--- src/rtl/mux_fn_gen.sv ---
// mux_fn_gen: programmable multi-function logic generator.
//
// Each of NUM_FN functions of (SEL_W+1) variables is a 2^SEL_W:1 mux. The
// select lines carry the upper variables. Every data leg is a 2-bit code
// that picks 0, 1, D or ~D, where D is the residue variable.
//
// The leg codes sit in two banks. Config writes go to the shadow bank. A
// commit drains the evaluation pipeline and then copies the whole shadow
// bank into the active bank on a single edge, so no result ever mixes the
// two banks.
//
// Ports:
//   clk, rst              clock; asynchronous active-high reset
//   in_valid/in_ready     evaluation request handshake
//   in_sel, in_d          select variables (MSB = A) and residue variable D
//   cfg_valid/cfg_ready   config command handshake
//   cfg_op                0 = write shadow leg, 1 = commit shadow to active
//   cfg_fn, cfg_idx       target function and leg of a write
//   cfg_code              leg code: 00 -> 0, 01 -> 1, 10 -> D, 11 -> ~D
//   cfg_err               one-cycle pulse after an ignored out-of-range write
//   out_valid, fn_out     result strobe (latency 2); bit k = function k

// One function: shadow and active leg banks plus the stage-2 result bit.
module mux_fn_lane #(
    parameter int SEL_W = 3
) (
    input  logic             clk,
    input  logic             rst,
    input  logic             wr_en,
    input  logic [SEL_W-1:0] wr_idx,
    input  logic [1:0]       wr_code,
    input  logic             swap,
    input  logic             cap,
    input  logic [SEL_W-1:0] s1_sel,
    input  logic             s1_d,
    output logic             fn_bit
);
    localparam int LEGS = 1 << SEL_W;

    logic [LEGS-1:0][1:0] shadow;
    logic [LEGS-1:0][1:0] active;
    logic [1:0]           code;
    logic                 leg;

    assign code = active[s1_sel];
    // code[1] selects D-based legs; code[0] is then the inversion flag.
    assign leg  = code[1] ? (s1_d ^ code[0]) : code[0];

    always_ff @(posedge clk or posedge rst) begin
        if (rst) begin
            shadow <= '0;
            active <= '0;
            fn_bit <= 1'b0;
        end else begin
            if (wr_en) shadow[wr_idx] <= wr_code;
            if (swap)  active <= shadow;
            if (cap)   fn_bit <= leg;
        end
    end
endmodule

module mux_fn_gen #(
    parameter int SEL_W  = 3,
    parameter int NUM_FN = 2,
    parameter int FN_W   = 4
) (
    input  logic              clk,
    input  logic              rst,
    input  logic              in_valid,
    output logic              in_ready,
    input  logic [SEL_W-1:0]  in_sel,
    input  logic              in_d,
    input  logic              cfg_valid,
    output logic              cfg_ready,
    input  logic              cfg_op,
    input  logic [FN_W-1:0]   cfg_fn,
    input  logic [SEL_W-1:0]  cfg_idx,
    input  logic [1:0]        cfg_code,
    output logic              cfg_err,
    output logic              out_valid,
    output logic [NUM_FN-1:0] fn_out
);
    localparam int STAGES = 2;

    typedef enum logic [1:0] {IDLE, DRAIN, SWAP} state_t;

    state_t              state, state_nx;
    logic [STAGES:1]     vld_pipe;   // [1] = stage-1 valid, [STAGES] = out_valid
    logic [SEL_W-1:0]    s1_sel;
    logic                s1_d;
    logic                in_acc;
    logic                wr_acc;
    logic                fn_oor;
    logic [NUM_FN-1:0]   wr_en;

    assign in_acc    = in_valid & in_ready;
    assign wr_acc    = cfg_valid & cfg_ready & ~cfg_op;
    assign fn_oor    = {{(32-FN_W){1'b0}}, cfg_fn} >= NUM_FN;
    assign out_valid = vld_pipe[STAGES];

    // The FSM register.
    always_ff @(posedge clk or posedge rst) begin
        if (rst) state <= IDLE;
        else     state <= state_nx;
    end

    // Next state and handshake outputs. Requests and config commands are
    // only taken in IDLE, so nothing new enters while a commit is in flight.
    always_comb begin
        state_nx  = state;
        in_ready  = 1'b0;
        cfg_ready = 1'b0;
        case (state)
            IDLE: begin
                in_ready  = 1'b1;
                cfg_ready = 1'b1;
                if (cfg_valid && cfg_op) state_nx = DRAIN;
            end
            // Wait until stage 1 is empty. A request still in stage 1 is
            // captured by stage 2 against the old active bank on this edge.
            DRAIN:   if (!vld_pipe[1]) state_nx = SWAP;
            SWAP:    state_nx = IDLE;
            default: state_nx = IDLE;
        endcase
    end

    // Stage 1 captures the request. The valid shift register also carries
    // the one-cycle out_valid strobe.
    always_ff @(posedge clk or posedge rst) begin
        if (rst) begin
            vld_pipe <= '0;
            s1_sel   <= '0;
            s1_d     <= 1'b0;
            cfg_err  <= 1'b0;
        end else begin
            vld_pipe <= {vld_pipe[STAGES-1:1], in_acc};
            cfg_err  <= wr_acc & fn_oor;
            if (in_acc) begin
                s1_sel <= in_sel;
                s1_d   <= in_d;
            end
        end
    end

    for (genvar k = 0; k < NUM_FN; k++) begin : g_fn
        // An out-of-range index never matches any lane, so it writes nothing.
        assign wr_en[k] = wr_acc && (cfg_fn == FN_W'(k));

        mux_fn_lane #(.SEL_W(SEL_W)) u_lane (
            .clk     (clk),
            .rst     (rst),
            .wr_en   (wr_en[k]),
            .wr_idx  (cfg_idx),
            .wr_code (cfg_code),
            .swap    (state == SWAP),
            .cap     (vld_pipe[1]),
            .s1_sel  (s1_sel),
            .s1_d    (s1_d),
            .fn_bit  (fn_out[k])
        );
    end
endmodule
--- config.mk ---
export PLATFORM = sky130hd
export DESIGN_NAME = mux_fn_gen
export DESIGN_NICKNAME = d
export VERILOG_FILES = /design/src/rtl/mux_fn_gen.sv
export SDC_FILE = /design/constraint.sdc
export NUM_CORES = 1
export LEC_CHECK = 0
export ABC_AREA = 1
export CAP_MARGIN = 20
export CORE_ASPECT_RATIO = 0.8
export CORE_MARGIN = 5
export CORE_UTILIZATION = 45
export DETAILED_ROUTE_END_ITERATION = 8
export GPL_TIMING_DRIVEN = 0
export SKIP_LAST_GASP = 1
export SYNTH_ARGS = -nofsm -noshare
export SYNTH_HDL_FRONTEND = slang
export SYNTH_SLANG_ARGS = --single-unit
--- constraint.sdc ---
create_clock -name clk -period 7 [get_ports clk]
set_input_delay 1.4 -clock clk [delete_from_list [all_inputs] [get_ports clk]]
set_output_delay 1.4 -clock clk [all_outputs]
set_load 0.01 [all_outputs]
* Word level (Yosys, flattened, before mapping)
Cells that the tools add are included.
** Cells by class
- $lt $le $gt $ge :: 4
- Mux-type cells :: 14
- Equality and inequality tests :: 5
- Reduce and logical (&&, ||, !) cells :: 7
- Bitwise operators :: 7
** Operators by type and width (count)
- $bwmux 16 :: 2
- $bmux 2 s3 :: 2
- $mux 2 :: 5
- $lt 3x4->1 const B :: 2
- $demux 2 s3 :: 1
- $and 1x1->1 :: 4
- $eq 4x1->1 const B :: 1
- $ge 4x2->1 const B :: 1
- $logic_and 1x1->1 :: 4
- $logic_not 4->1 :: 1
- $ne 2x2->1 const B :: 2
- $pmux 2 s2 :: 1
- $ge 3x1->1 const B :: 1
- $mux 1 :: 3
- $eq 2x1->1 const B :: 1
- $eq 2x2->1 const B :: 1
- $logic_not 2->1 :: 1
- $reduce_and 2->1 :: 1
- $xor 1x1->1 :: 2
- $not 1->1 :: 1
** Storage, ports and cells
- Input bits :: 18
- Bits in registers :: 75

* Longest topological paths before layout
- Depth after elaboration :: 5
- Mapped depth :: 11
- Mapped depth without buffers :: 10

* Hierarchy
A second synthesis with hierarchy kept.
** Unflattened totals
- Cell total of the unflattened synthesis :: 396
- Area total of the unflattened synthesis :: 3330.7 µm²
** Modules (own cells, without submodules)
- mux_fn_lane :: cells each 174, area each 1468.9 µm², times used 2
- mux_fn_gen :: cells each 48, area each 392.9 µm², times used 1

* Least setup slack after synthesis
OpenSTA, ideal clock, no wires.
- Path kind :: input port to flip-flop
- Start :: input port cfg_fn[2]
- End :: register g_fn[0].u_lane.shadow[0] in the netlist's numbering
- Path slack :: 4.615 ns
- Stages :: 7
- Arrival time :: 2.256 ns
- Required time :: 6.871 ns
- Library setup time :: 0.129 ns
- Buffers on the path :: 0
- Cell sequence :: nor2_1 -> inv_1 -> or2_4 -> nor3_4 -> nand2_1 -> nand2_1 -> o21ai_1
** On the way
- Cells in the longest elaborated chain, start to end :: 2
** RTL lines
- start: declaration :: line 76 : input logic [FN_W-1:0] cfg_fn,
- $logic_not 4->1 :: line 147 : assign wr_en[k] = wr_acc && (cfg_fn == FN_W'(k));
- $logic_and 1x1->1 :: line 147
- end signal: indexed assignment :: line 55 : if (wr_en) shadow[wr_idx] <= wr_code;
- end: declaration :: line 40 : logic [LEGS-1:0][1:0] shadow;
Every way passes these cells.
A chain may end at the register's enable or synchronous reset.

* Worst setup path after layout
- Start :: register state[1]
- End :: output port in_ready
** On the way
- Cells in the longest elaborated chain, start to end :: 2
** RTL lines
- start: declaration :: line 87 : state_t state, state_nx;
- start signal: assignment :: line 104 : else state <= state_nx;
- $logic_not 2->1 :: line 113 : case (state)
- $mux 1 :: line 113
- end: declaration :: line 70 : output logic in_ready,
Every way passes these cells.

==> results.json <==
{
  "status": "finished, final reports clean",
  "p_leak_nw": 1.93,
  "wl_per_cell_um": 14.5,
  "p_clk_share_pct": 26.5,
  "drtIter0Drc": 115,
  "grt_pass1_vias": 2320,
  "io_buffers": 23,
  "cts_max_level": 3,
  "place_ws_ns": 3.97,
  "drtAntennaViolNets": 0,
  "avgSynthCellArea_um2": 8.81,
  "finalCritPeriodShare_pct": 42.8,
  "slew_headroom_pct": 57.8,
  "crit_type": "flip-flop to primary output",
  "synth_nets": 391,
  "grt_usage_pct": 17.5,
  "start_kind": "flip-flop",
  "hold_class": "flip-flop to flip-flop",
  "cp-end-kind": "primary output",
  "layout-drive-gt1-share_pct": 10.4,
  "setup_ws_ns": 4.00,
  "cts_resized": 0,
  "drv_cap": 0,
  "max_freq_mhz": 334,
  "ys_warn_count": 0,
  "viasPerCell": 4.91,
  "route.detailed.drc": 0,
  "rr_worst_depth": 6,
  "synth_seq_cells": 75,
  "ys_seq_area_share_pct": 57.1,
  "antenna-diode-count": 0,
  "synth_cell_types": 22,
  "clock_path_buffers": 2,
  "p_int_mw": 0.836,
  "start_util_pct": 47.0,
  "synthCells": 373,
  "num_vias": 2454,
  "fin_setup_tns_ns": 0,
  "dp_hpwl_um": 5150,
  "antenna_found_initial": 0,
  "die_area_um2": 9120,
  "p_seq_share_pct": 45.9,
  "synth-edff-count": 0,
  "crit_fanout": 5,
  "syn_area_um2": 3280,
  "die_h_um": 86.4,
  "finClkSkew_ns": 0.00943,
  "grt_max_degree": 47,
  "async_reset_ff_share_pct": 100,
  "core-area_um2": 6990,
  "cts_tree": "done",
  "synth_top_flop_cell": "dfrtp_1",
  "gp_congestion": 0.761,
  "synth_area_leader_cell": "dfrtp_1",
  "die_x_um": 106,
  "required_ns": 5.60,
  "rsz0062_at_grt": "false",
  "grt_pass1_wl_um": 12100,
  "hold_depth": 0,
  "first_pass_iters": 4,
  "ctsHoldBuffers": 0,
  "utilization_pct": 55.0,
  "cts_buffers": 9,
  "synthTopCellsByArea": "dfrtp_1, nand2_1, o21ai_0",
  "rows": 27,
  "routed_wl_um": 7250,
  "final-setup-viol-count": 0,
  "fillCellCount": 659,
  "clock_latency_ns": 0.35,
  "overflow": 0,
  "final_cell_area_um2": 3850,
  "powerDensity_nw_per_um2": 319,
  "fin_nets": 426,
  "hold_viol": 0,
  "pwr-share-comb_pct": 27.6,
  "cts-root-buf": "clkbuf_8",
  "ios": 24,
  "yosysTopAreaCellShare_pct": 57.1,
  "postCtsSetupRepairBufs": 0,
  "placed_cell_area_um2": 3650,
  "tightest_slew_ns": 0.633,
  "drv_slew": 0,
  "arrival_ns": 1.60,
  "p_sw_share_pct": 31.8,
  "area_growth_pct": 17.1,
  "clk_pin_slew_ns": 0.07,
  "peakVddDrop_v": 0.000149,
  "p_sw_mw": 0.390,
  "fin_crit_ns": 3.00,
  "clock_sinks": 75
}
[layer usage]
layer,global-route usage [%],wire (um),vias up
met5,0,0,-
met4,6.47,93,0
met3,5.44,536,8
met2,26.0,3180,67
met1,24.3,3440,1126
li1,-,-,1253
[path summary, 6_finish.rpt]
path / startpoint / to / slack [ns]
worst max-delay path: state[1] / in_ready / 4.00
worst min-delay path: vld_pipe[1] / vld_pipe[2] / 0.47
worst max register to register: state[1] / g_fn[0].u_lane.shadow[13] / 5.35
worst min register to register: vld_pipe[1] / vld_pipe[2] / 0.47
max in group asynchronous: rst / g_fn[1].u_lane.shadow[10] / 5.03
min in group asynchronous: rst / g_fn[0].u_lane.active[6] / 1.40
[layout make-up]
type                       count  area (um^2)  area share [%]
sequential                    75         1880            48.8
clock buffer                  11          141            3.67
inverter                      40          153            3.97
clock inverter                 5         52.6            1.37
multi-input combinational    243         1160            30.1
tap                           87          109            2.83
timing repair buffer          24          258            6.70
buffer                        15          100            2.60
[stage by stage]
| step | hold WS [ns] | std cells | power [mW] |
|---|---|---|---|
| 2_1_floorplan | 0.415 | 373 | 0.803 |
| 3_3_place_gp | 0.459 | 483 | 0.901 |
| 3_5_place_dp | 0.461 | 484 | 0.910 |
| 4_1_cts | 0.480 | 500 | 1.24 |
| 5_1_grt | 0.497 | 500 | 1.31 |
| 6_report | 0.472 | 500 | 1.23 |
[cell usage after synthesis (3+ instances only)]
| cell | number |
|---|---|
| nand2_1 | 103 |
| dfrtp_1 | 75 |
| inv_1 | 39 |
| o21ai_0 | 33 |
| nor2_1 | 31 |
| nand3_1 | 25 |
| a21oi_1 | 22 |
| mux2_2 | 8 |
| nor3_1 | 8 |
| buf_4 | 5 |
| clkbuf_1 | 5 |
| buf_6 | 3 |
| o21ai_1 | 3 |
[power by group through the flow]
stage	Sequential, mW	Clock, mW	Combinational (mW)
3_5_place_dp	0.571	0	0.340
6_report	0.562	0.325	0.339
5_1_grt	0.573	0.353	0.382
4_1_cts	0.562	0.339	0.342
2_1_floorplan	0.561	0	0.242
3_3_place_gp	0.568	0	0.333
[critical path, cell delays in order (launching register included)]
cell,delay [ns]
dfrtp_1,0.41
nor2_4,0.19
buf_4,0.13
clkdlybuf4s50_1,0.52
[flip-flops by register name, summed over array words and instances (netlist names)]
register            count
cfg_err                 1
g_fn.u_lane.active     32
g_fn.u_lane.fn_bit      2
g_fn.u_lane.shadow     32
s1_d                    1
s1_sel                  3
state                   2
vld_pipe                2
[cells by family after synthesis]
group                  Yosys count  synth area share (%)
muxes                           10                  3.43
DFF                             75                  57.1
and+or+nand+nor                175                  23.0
buffers and inverters           55                  7.62
AOI/OAI and AO/OA               58                  8.84
[cell usage in the layout (no fill, tap or decap), drive strengths merged]
master / netlist / final
nand2: 105 / 105
dfrtp: 75 / 75
inv: 40 / 40
o21ai: 36 / 36
nor2: 33 / 33
nand3: 25 / 25
clkdlybuf4s50: 0 / 23
a21oi: 22 / 22
clkbuf: 5 / 16
buf: 10 / 11
mux2: 10 / 10
nor3: 9 / 9
clkinv: 0 / 3
or2: 2 / 2
nand3b: 1 / 1
bufinv: 0 / 1
clkinvlp: 0 / 1
Power figures use the tool's default switching activity.
